### src/rtl/draw_pkg.sv
// Shared types and constants for the drawing-engine arbiter and the
// VGA pixel path it drives.
package draw_pkg;

   localparam int X_W = 8;
   localparam int Y_W = 7;
   localparam int C_W = 3;

   localparam logic [C_W-1:0] WHITE = 3'b111;
   localparam logic [C_W-1:0] BLACK = 3'b000;

   typedef enum logic [1:0] {
      IDLE    = 2'd0,
      GRANT   = 2'd1,
      RELEASE = 2'd2
   } arb_state_t;

endpackage

### src/rtl/rr_pick.sv
// Combinational round-robin picker: scans from last+1 upward with wrap and
// returns the first requester as one-hot plus index.
module rr_pick #(
   parameter int N  = 3,
   parameter int IW = $clog2(N)
) (
   input  logic [N-1:0]  req,
   input  logic [IW-1:0] last,
   output logic [N-1:0]  gnt,
   output logic [IW-1:0] idx,
   output logic          any
);

   logic found;

   always_comb begin
      gnt   = '0;
      idx   = '0;
      found = 1'b0;
      any   = |req;
      // k runs 1..N so the previous winner is considered last.
      for (int k = 1; k <= N; k++) begin
         if (!found && req[(int'(last) + k) % N]) begin
            found = 1'b1;
            gnt[(int'(last) + k) % N] = 1'b1;
            idx = IW'((int'(last) + k) % N);
         end
      end
   end

endmodule

### src/rtl/draw_arbiter.sv
// Grants the single VGA pixel write port to one drawing engine at a time and
// forwards that engine's pixels to the adapter with a two-cycle latency.
module draw_arbiter
   import draw_pkg::*;
#(
   parameter int N    = 3,
   parameter int WDOG = 20000
) (
   input  logic             clock,
   input  logic             reset,
   input  logic [N-1:0]     req,
   input  logic [N-1:0]     done,
   input  logic [X_W*N-1:0] px_x,
   input  logic [Y_W*N-1:0] px_y,
   input  logic [C_W*N-1:0] px_color,
   output logic [N-1:0]     draw,
   output logic [X_W-1:0]   vga_x,
   output logic [Y_W-1:0]   vga_y,
   output logic [C_W-1:0]   vga_color,
   output logic             vga_plot,
   output logic             busy,
   output logic             wdog_err,
   output arb_state_t       state_dbg
);

   localparam int IW = $clog2(N);
   localparam int WW = $clog2(WDOG + 1);

   arb_state_t    state, state_nxt;
   logic [N-1:0]  gnt;
   logic [IW-1:0] src;
   logic [IW-1:0] last;
   logic [WW-1:0] wcnt;
   logic [N-1:0]  done_q;
   logic [N-1:0]  done_rise;
   logic          wdog_hit;
   logic          vld_q;
   logic [IW-1:0] src_q;

   logic [N-1:0]  p_gnt;
   logic [IW-1:0] p_idx;
   logic          p_any;

   rr_pick #(.N(N), .IW(IW)) u_pick (
      .req  (req),
      .last (last),
      .gnt  (p_gnt),
      .idx  (p_idx),
      .any  (p_any)
   );

   // A done level already high when the grant starts is not a rise.
   assign done_rise = done & ~done_q;
   assign busy      = (state != IDLE);
   assign state_dbg = state;

   always_ff @(posedge clock or posedge reset) begin
      if (reset) begin
         state <= IDLE;
      end else begin
         state <= state_nxt;
      end
   end

   always_comb begin
      state_nxt = state;
      draw      = '0;
      wdog_hit  = 1'b0;
      case (state)
         IDLE: begin
            if (p_any) state_nxt = GRANT;
         end
         GRANT: begin
            // Drop draw in the completion cycle so the engine does not restart.
            draw = gnt & ~done_rise;
            if (done_rise[src]) begin
               state_nxt = RELEASE;
            end else if (wcnt == WW'(WDOG - 1)) begin
               state_nxt = RELEASE;
               wdog_hit  = 1'b1;
            end
         end
         RELEASE: begin
            state_nxt = IDLE;
         end
         default: begin
            state_nxt = IDLE;
         end
      endcase
   end

   always_ff @(posedge clock or posedge reset) begin
      if (reset) begin
         gnt      <= '0;
         src      <= '0;
         last     <= IW'(N - 1);
         wcnt     <= '0;
         done_q   <= '0;
         wdog_err <= 1'b0;
      end else begin
         done_q <= done;
         case (state)
            IDLE: begin
               if (p_any) begin
                  gnt  <= p_gnt;
                  src  <= p_idx;
                  wcnt <= '0;
               end
            end
            GRANT: begin
               wcnt <= wcnt + 1'b1;
               if (state_nxt == RELEASE) begin
                  last <= src;
                  gnt  <= '0;
               end
               if (wdog_hit) wdog_err <= 1'b1;
            end
            default: begin
            end
         endcase
      end
   end

   // Pixel pipe: draw in cycle k -> engine updates px after k+1 -> plot after k+2.
   always_ff @(posedge clock or posedge reset) begin
      if (reset) begin
         vld_q     <= 1'b0;
         src_q     <= '0;
         vga_plot  <= 1'b0;
         vga_x     <= '0;
         vga_y     <= '0;
         vga_color <= BLACK;
      end else begin
         vld_q    <= |draw;
         src_q    <= src;
         vga_plot <= vld_q;
         if (vld_q) begin
            vga_x     <= px_x[X_W*src_q +: X_W];
            vga_y     <= px_y[Y_W*src_q +: Y_W];
            vga_color <= px_color[C_W*src_q +: C_W];
         end
      end
   end

endmodule

### config.mk
export PLATFORM = sky130hd
export DESIGN_NAME = draw_arbiter
export DESIGN_NICKNAME = d
export VERILOG_FILES = /design/src/rtl/draw_pkg.sv /design/src/rtl/rr_pick.sv /design/src/rtl/draw_arbiter.sv
export SDC_FILE = /design/constraint.sdc
export NUM_CORES = 1
export LEC_CHECK = 0
export BUFFER_PORTS_ARGS = -buffer_cell sky130_fd_sc_hd__buf_2
export CAP_MARGIN = 25
export CELL_PAD_IN_SITES_DETAIL_PLACEMENT = 1
export CELL_PAD_IN_SITES_GLOBAL_PLACEMENT = 1
export CORE_ASPECT_RATIO = 1.5
export CORE_MARGIN = 2
export CORE_UTILIZATION = 32
export CTS_BUF_LIST = sky130_fd_sc_hd__clkbuf_16
export CTS_CLUSTER_SIZE = 20
export DETAILED_ROUTE_END_ITERATION = 6
export PLACE_DENSITY_LB_ADDON = 0.12
export SKIP_LAST_GASP = 1
export SYNTH_ARGS = -nofsm -noshare
export SYNTH_HDL_FRONTEND = slang
export SYNTH_HIERARCHICAL = 1
export SYNTH_SLANG_ARGS = --single-unit
### constraint.sdc
create_clock -name clock -period 2.3 [get_ports clock]
set_input_delay 0.115 -clock clock [delete_from_list [all_inputs] [get_ports clock]]
set_output_delay 0.115 -clock clock [all_outputs]
set_load 0.1 [all_outputs]
=== Word level (Yosys, flattened, before mapping) ===
Index checks and enable logic that the tools add are counted.

* Register bits: 50
* Input port bits: 62
* Output and inout port bits: 26
* Logic and storage cells: 98

* Add/sub/neg operators: 4
* Multiply operators: 2
* Div/mod/pow operators: 3
* $lt $le $gt $ge: 7
* Eq/ne operators: 5
* Shift operators: 3
* Mux-type cells: 38
* Bitwise gates (word level): 6
* Reduce and logical (&&, ||, !) cells: 17

{| class="wikitable"
|+ Operators by type and width
! operator !! number
|-
| $ge A32 B1 Y1 const B || 3
|-
| $lt A32 B4 Y1 const B || 3
|-
| $mod A32 B3 Y32 const B || 3
|-
| $pmux W15 S2 || 1
|-
| $shiftx A24 B6 Y8 || 1
|-
| $shiftx A21 B6 Y7 || 1
|-
| $mux W3 || 6
|-
| $add A15 B1 Y15 const B || 1
|-
| $eq A15 B15 Y1 const B || 1
|-
| $mux W1 || 15
|-
| $mux W15 || 1
|-
| $mux W2 || 6
|-
| $shiftx A9 B5 Y3 || 1
|-
| $bmux W1 S2 || 4
|-
| $reduce_and A2 Y1 || 4
|-
| $add A2 B2 Y3 const B || 2
|-
| $and A3 B3 Y3 || 2
|-
| $demux W1 S2 || 3
|-
| $not A3 Y3 || 2
|-
| $or A3 B3 Y3 || 2
|-
| $pmux W3 S2 || 1
|-
| $reduce_or A3 Y1 || 2
|-
| $logic_and A1 B1 Y1 || 5
|-
| $mul A3 B2 Y5 const A || 1
|-
| 11 further kinds || 14
|}

=== Longest topological paths before layout ===
* Word-level depth: 14
* Depth in mapped cells: 8
* Mapped depth without buffers: 8

=== Modules after synthesis ===
Netlist, hierarchy kept.

{| class="wikitable"
|+ Modules (own cells, without submodules)
! module !! times used !! cells an instance !! area an instance (µm²) !! seq. area each (µm²)
|-
| draw_arbiter || 1 || 252 || 2401.1 || 1252.5
|-
| rr_pick || 1 || 36 || 265.3 || 0.0
|}

=== Least setup slack after synthesis ===
No wires, ideal clock.

* Path type: register to register
* Start: register state[1], in the netlist state_dbg[1]
* End: register vld_q
* Library setup time: 76 ps
* Arrival time: 3740 ps
* Data required time: 2224 ps
* Path slack: -1517 ps
* Cell stages (with the launch flop): 5
* Buffers on the path: 1
* Period minus slack after synthesis: 3817 ps
* Cell sequence: dfrtp_1 nand2b_1 buf_2 nor3b_1 or3_1

* Longest elaborated chain between the ends: 3

{| class="wikitable"
|+ Ends and longest elaborated chain
! element !! line !! RTL
|-
| start: declaration || draw_arbiter.sv:29 || <nowiki>arb_state_t state, state_nxt;</nowiki>
|-
| start signal: assignment || draw_arbiter.sv:61 || <nowiki>state <= state_nxt;</nowiki>
|-
| $eq A2 B1 Y1 || draw_arbiter.sv:69 || <nowiki>case (state)</nowiki>
|-
| $mux W3 || draw_arbiter.sv:69 ||
|-
| named net draw[0] || draw_arbiter.sv:16 || <nowiki>output logic [N-1:0] draw,</nowiki>
|-
| $reduce_or A3 Y1 || draw_arbiter.sv:134 || <nowiki>vld_q <= |draw;</nowiki>
|-
| end signal: assignment || draw_arbiter.sv:134 ||
|-
| end: declaration || draw_arbiter.sv:37 || <nowiki>logic vld_q;</nowiki>
|}

The timed path passes the listed nets, and every way through them passes these cells.
A chain may end at the register's enable or synchronous reset.

=== Final worst setup path ===
* Start: register wcnt[0]
* End: register last[0]

* Longest elaborated chain between the ends: 6

{| class="wikitable"
|+ Ends and longest elaborated chain
! element !! line !! RTL
|-
| start: declaration || draw_arbiter.sv:33 || <nowiki>logic [WW-1:0] wcnt;</nowiki>
|-
| start signal: assignment || draw_arbiter.sv:111 || <nowiki>wcnt <= wcnt + 1'b1;</nowiki>
|-
| $eq A15 B15 Y1 || draw_arbiter.sv:78 || <nowiki>end else if (wcnt == WW'(WDOG - 1)) begin</nowiki>
|-
| $mux W2 || draw_arbiter.sv:78 ||
|-
| $mux W2 || draw_arbiter.sv:76 || <nowiki>if (done_rise[src]) begin</nowiki>
|-
| $pmux W2 S2 || draw_arbiter.sv:69 ||
|-
| named net state_nxt[1] || draw_arbiter.sv:29 ||
|-
| $eq A2 B2 Y1 || draw_arbiter.sv:112 || <nowiki>if (state_nxt == RELEASE) begin</nowiki>
|-
| $reduce_and A2 Y1 (no line) || - ||
|-
| end signal: assignment || draw_arbiter.sv:96 || <nowiki>last <= IW'(N - 1);</nowiki>
|-
| end signal: assignment || draw_arbiter.sv:113 || <nowiki>last <= src;</nowiki>
|-
| end: declaration || draw_arbiter.sv:32 || <nowiki>logic [IW-1:0] last;</nowiki>
|}

The timed path passes the listed nets, and every way through them passes these cells.

==> metrics.md <==
| Metric | Value |
|---|---|
| Outcome | `finished, final reports clean` |
| Req. time, crit path | `2.48 ns` |
| Switching share of power | `53.7%` |
| Clock tree buffer depth | `2` |
| Vias in the first global route | `2589` |
| Worst-path clk slew | `0.07 ns` |
| Die Y | `116 um` |
| Seq/Total Area, Yosys | `47.0%` |
| Net count after synthesis | `355` |
| Type of the worst min-delay path | `in2reg` |
| Pwr dens | `roughly 1600 mW/mm^2` |
| Top post-synthesis cells by count | `dfrtp_1 (49), nor2_1 (43), a21oi_1 (41)` |
| Gate Count Post-Synth | `288` |
| Post-DR wirelength/cell | `14.6 um` |
| Pins over their slew limit | `0` |
| Initial antenna violation count | `0` |
| Std-Cell Rows | `40` |
| Slowest CP cell | `or3_4` |
| Post-synth top area cell | `dfrtp_1` |
| Part of the cycle the worst path needs | `approximately 87%` |
| Mean Syn Cell Area | `approximately 9.3 sq um` |
| Die width | `78.5 um` |
| Worst Max-Slew Pin Slew | `0.636 ns` |
| Hold Fails Final Rpt | `0` |
| Largest cells by area after synthesis | `dfrtp_1 (46%), mux2i_1 (9.0%), a21oi_1 (7.7%), nor2_1 (6.1%), nand2_1 (3.0%)` |
| Core area | `a little over 0.008 sq mm` |
| GRT Total Usage | `17.0%` |
| Setup Skew | `around 0.0034 ns` |
| IO Count | `between 80 and 90` |
| Switching pwr | `3050 uW` |
| Initial Utilization | `33.1%` |
| Worst-path maximum fanout | `6` |
| Critical Path AT | `2.18 ns` |
| Ys flop type | `dfrtp_1` |
| CTS tree | `yes` |
| Clock latency on the worst-skew pair | `0.29 ns` |
| CTS Sinks | `50` |
| Combinational power share | `about three fifths` |
| Crit path buffers/inverters | `0` |
| Setup_tns | `0 ns` |
| Top Family by Delay on Critical Path | `simple AND/OR/NAND/NOR gates` |
| Die footprint | `~0.0091 sq mm` |
| Post-synth ARST share | `100%` |
| VDD IR max | `between 1 and 1.5 mV` |
| Crit path capture type | `flop` |
| Synth cell types | `42` |
| Drt pass-1 iters | `4` |
| Hold slack | `0.121 ns` |
| H-tree depth | `2` |
| Setup violators final | `0` |
| Iter 0 DRT Violations | `47` |
| CTS buffer count | `5` |
| Seq pwr share | `between 20% and 30%` |
| Clock power share | `16.6%` |
| MaxCap Viol Count | `0` |
| Fin crit period | `between 2 and 2.5 ns` |
| Area delta synth->final | `31.1%` |
| Cell with the most instances after synthesis | `dfrtp_1` |
| Worst path max stage delay | `0.42 ns` |
| F_max | `500 MHz` |
| DR vias | `2458` |
| GRT overflow | `0` |
| Port bufs | `between 80 and 90` |
| Mapped cell area | `approximately 0.0027 sq mm` |
| Final WL | `7.12 mm` |
| Int Power | `2630 uW` |
| Unrepaired setup endpoints after global routing | `no` |
| Critical path launch point type | `flop` |
| ANT cells | `0` |
| Fin nets | `450` |
| First-pass GRT wire length | `roughly 12 mm` |
| Post-synth top area share | `46.0%` |
| Yosys reg bits | `50` |
| # DRC | `0` |
| Relative slew slack | `57.5%` |
| GP Congestion | `0.760` |
| Antenna-violating nets left | `0` |
| Vias per inst | `slightly above 5` |
| Post-CTS Setup Inserts | `0` |
| LEAKAGE | `0.00166 uW` |
| Post-synth EDFFs | `0` |
| Largest net degree at the start of global routing | `27` |
| Post-DP HPWL | `5.45 mm` |
| Kind of critical path | `reg2reg` |
| Root Buffer | `clkbuf_16` |
| CP Cell Sequence | `ha_1 > and3_2 > nand2_1 > or3_4 > a21oi_4 > mux2_4` |
| Share of cells above drive strength 1 | `31.5%` |
| Yosys Warn Count | `6` |
==> timing repair <==
action,CTS,global route
hold buffers,4,0
gates resized for setup,0,0
endpoints found under the hold margin,26,0
==> path summary, 6_finish.rpt <==
path,from,slack [ns],cells after the start,to
min in group asynchronous,reset,0.45,3,wcnt[2]$_DFFE_PP0P_
hold reg to reg,src[1]$_DFFE_PP0P_,0.49,0,src_q[1]$_DFF_PP0_
max in group asynchronous,reset,1.24,4,vga_x[5]$_DFFE_PP0P_
setup / recovery,wcnt[0]$_DFFE_PP0P_,0.30,6,last[0]$_DFFE_PP0P_
setup reg to reg,wcnt[0]$_DFFE_PP0P_,0.30,6,last[0]$_DFFE_PP0P_
hold / removal,px_y[10],0.12,3,vga_y[3]$_DFFE_PP0P_
==> power groups by stage <==
| stage | combinational, uW | sequential (uW) | clock, uW |
|---|---|---|---|
| 3_3_place_gp | 3340 | 1380 | 0 |
| 6_report | 3360 | 1380 | 941 |
| 3_5_place_dp | 3390 | 1400 | 0 |
| 2_1_floorplan | 1440 | 2660 | 0 |
| 5_1_grt | 3620 | 1430 | 1000 |
| 4_1_cts | 3400 | 1380 | 980 |
==> placed cells by master, fill, tap and decap left out, types with 3 or more instances in the layout <==
cell type / count
nand2_1: 21
inv_1: 11
dfrtp_1: 47
buf_2: 87
nand4_1: 3
and3_1: 3
nand2b_1: 4
ha_1: 5
mux2i_1: 24
dlygate4sd3_1: 4
clkbuf_16: 5
o31ai_1: 4
buf_4: 10
nor2_1: 43
a21oi_1: 41
o22ai_1: 6
nand3_1: 10
mux2_2: 4
nor2b_1: 4
o21ai_0: 15
==> cell families after synthesis <==
group,synth area share [%]
mux,11.8
xor+xnor,0.329
buf+inv,3.75
compound gates,18.1
flops,47.0
simple gates,16.7
fa+ha+maj,2.35
==> worst min-delay path, stage by stage <==
cell	delay, ns
buf_2	0.08
a21oi_1	0.05
a21oi_1	0.13
==> metal layers <==
metal,share of wire [%],vias up,track usage (%),routed length [um]
met2,51,68,30.9,3640
met5,0,-,0,0
met3,6.1,8,4.13,435
met1,41,1180,19.2,2910
li1,-,1202,-,-
met4,1.9,0,6.43,137
==> layout make-up <==
class	count	area [sq um]
Multi-Input combinational cell	213	1330
Clock inverter	3	63.8
Inverter	12	45.0
Fill cell	980	4560
Clock buffer	5	125
Tap cell	105	131
Timing Repair Buffer	101	551
Sequential cell	50	1250
==> metrics by stage <==
| stage | instances | cell area, sq um | worst slack, ns | utilization (%) | total power (uW) |
|---|---|---|---|---|---|
| detailed placement | 477 | 3270 | 0.298 | 40.5 | 4780 |
| finish | 489 | 3500 | 0.299 | 43.4 | 5680 |
| CTS | 489 | 3500 | 0.276 | 43.4 | 5760 |
| floorplan | 288 | 2680 | 0.146 | - | 4100 |
| global placement | 477 | 3270 | 0.348 | 40.5 | 4720 |
| global route | 489 | 3500 | 0.143 | 43.4 | 6050 |
==> flip-flops by register name (all words and copies together), names as in the netlist <==
register   flops
done_q         3
gnt            3
last           2
src            2
src_q          2
state_dbg      2
vga_color      3
vga_plot       1
vga_x          8
vga_y          7
vld_q          1
wcnt          15
wdog_err       1
No activity file was read; power rests on OpenSTA's default activity.
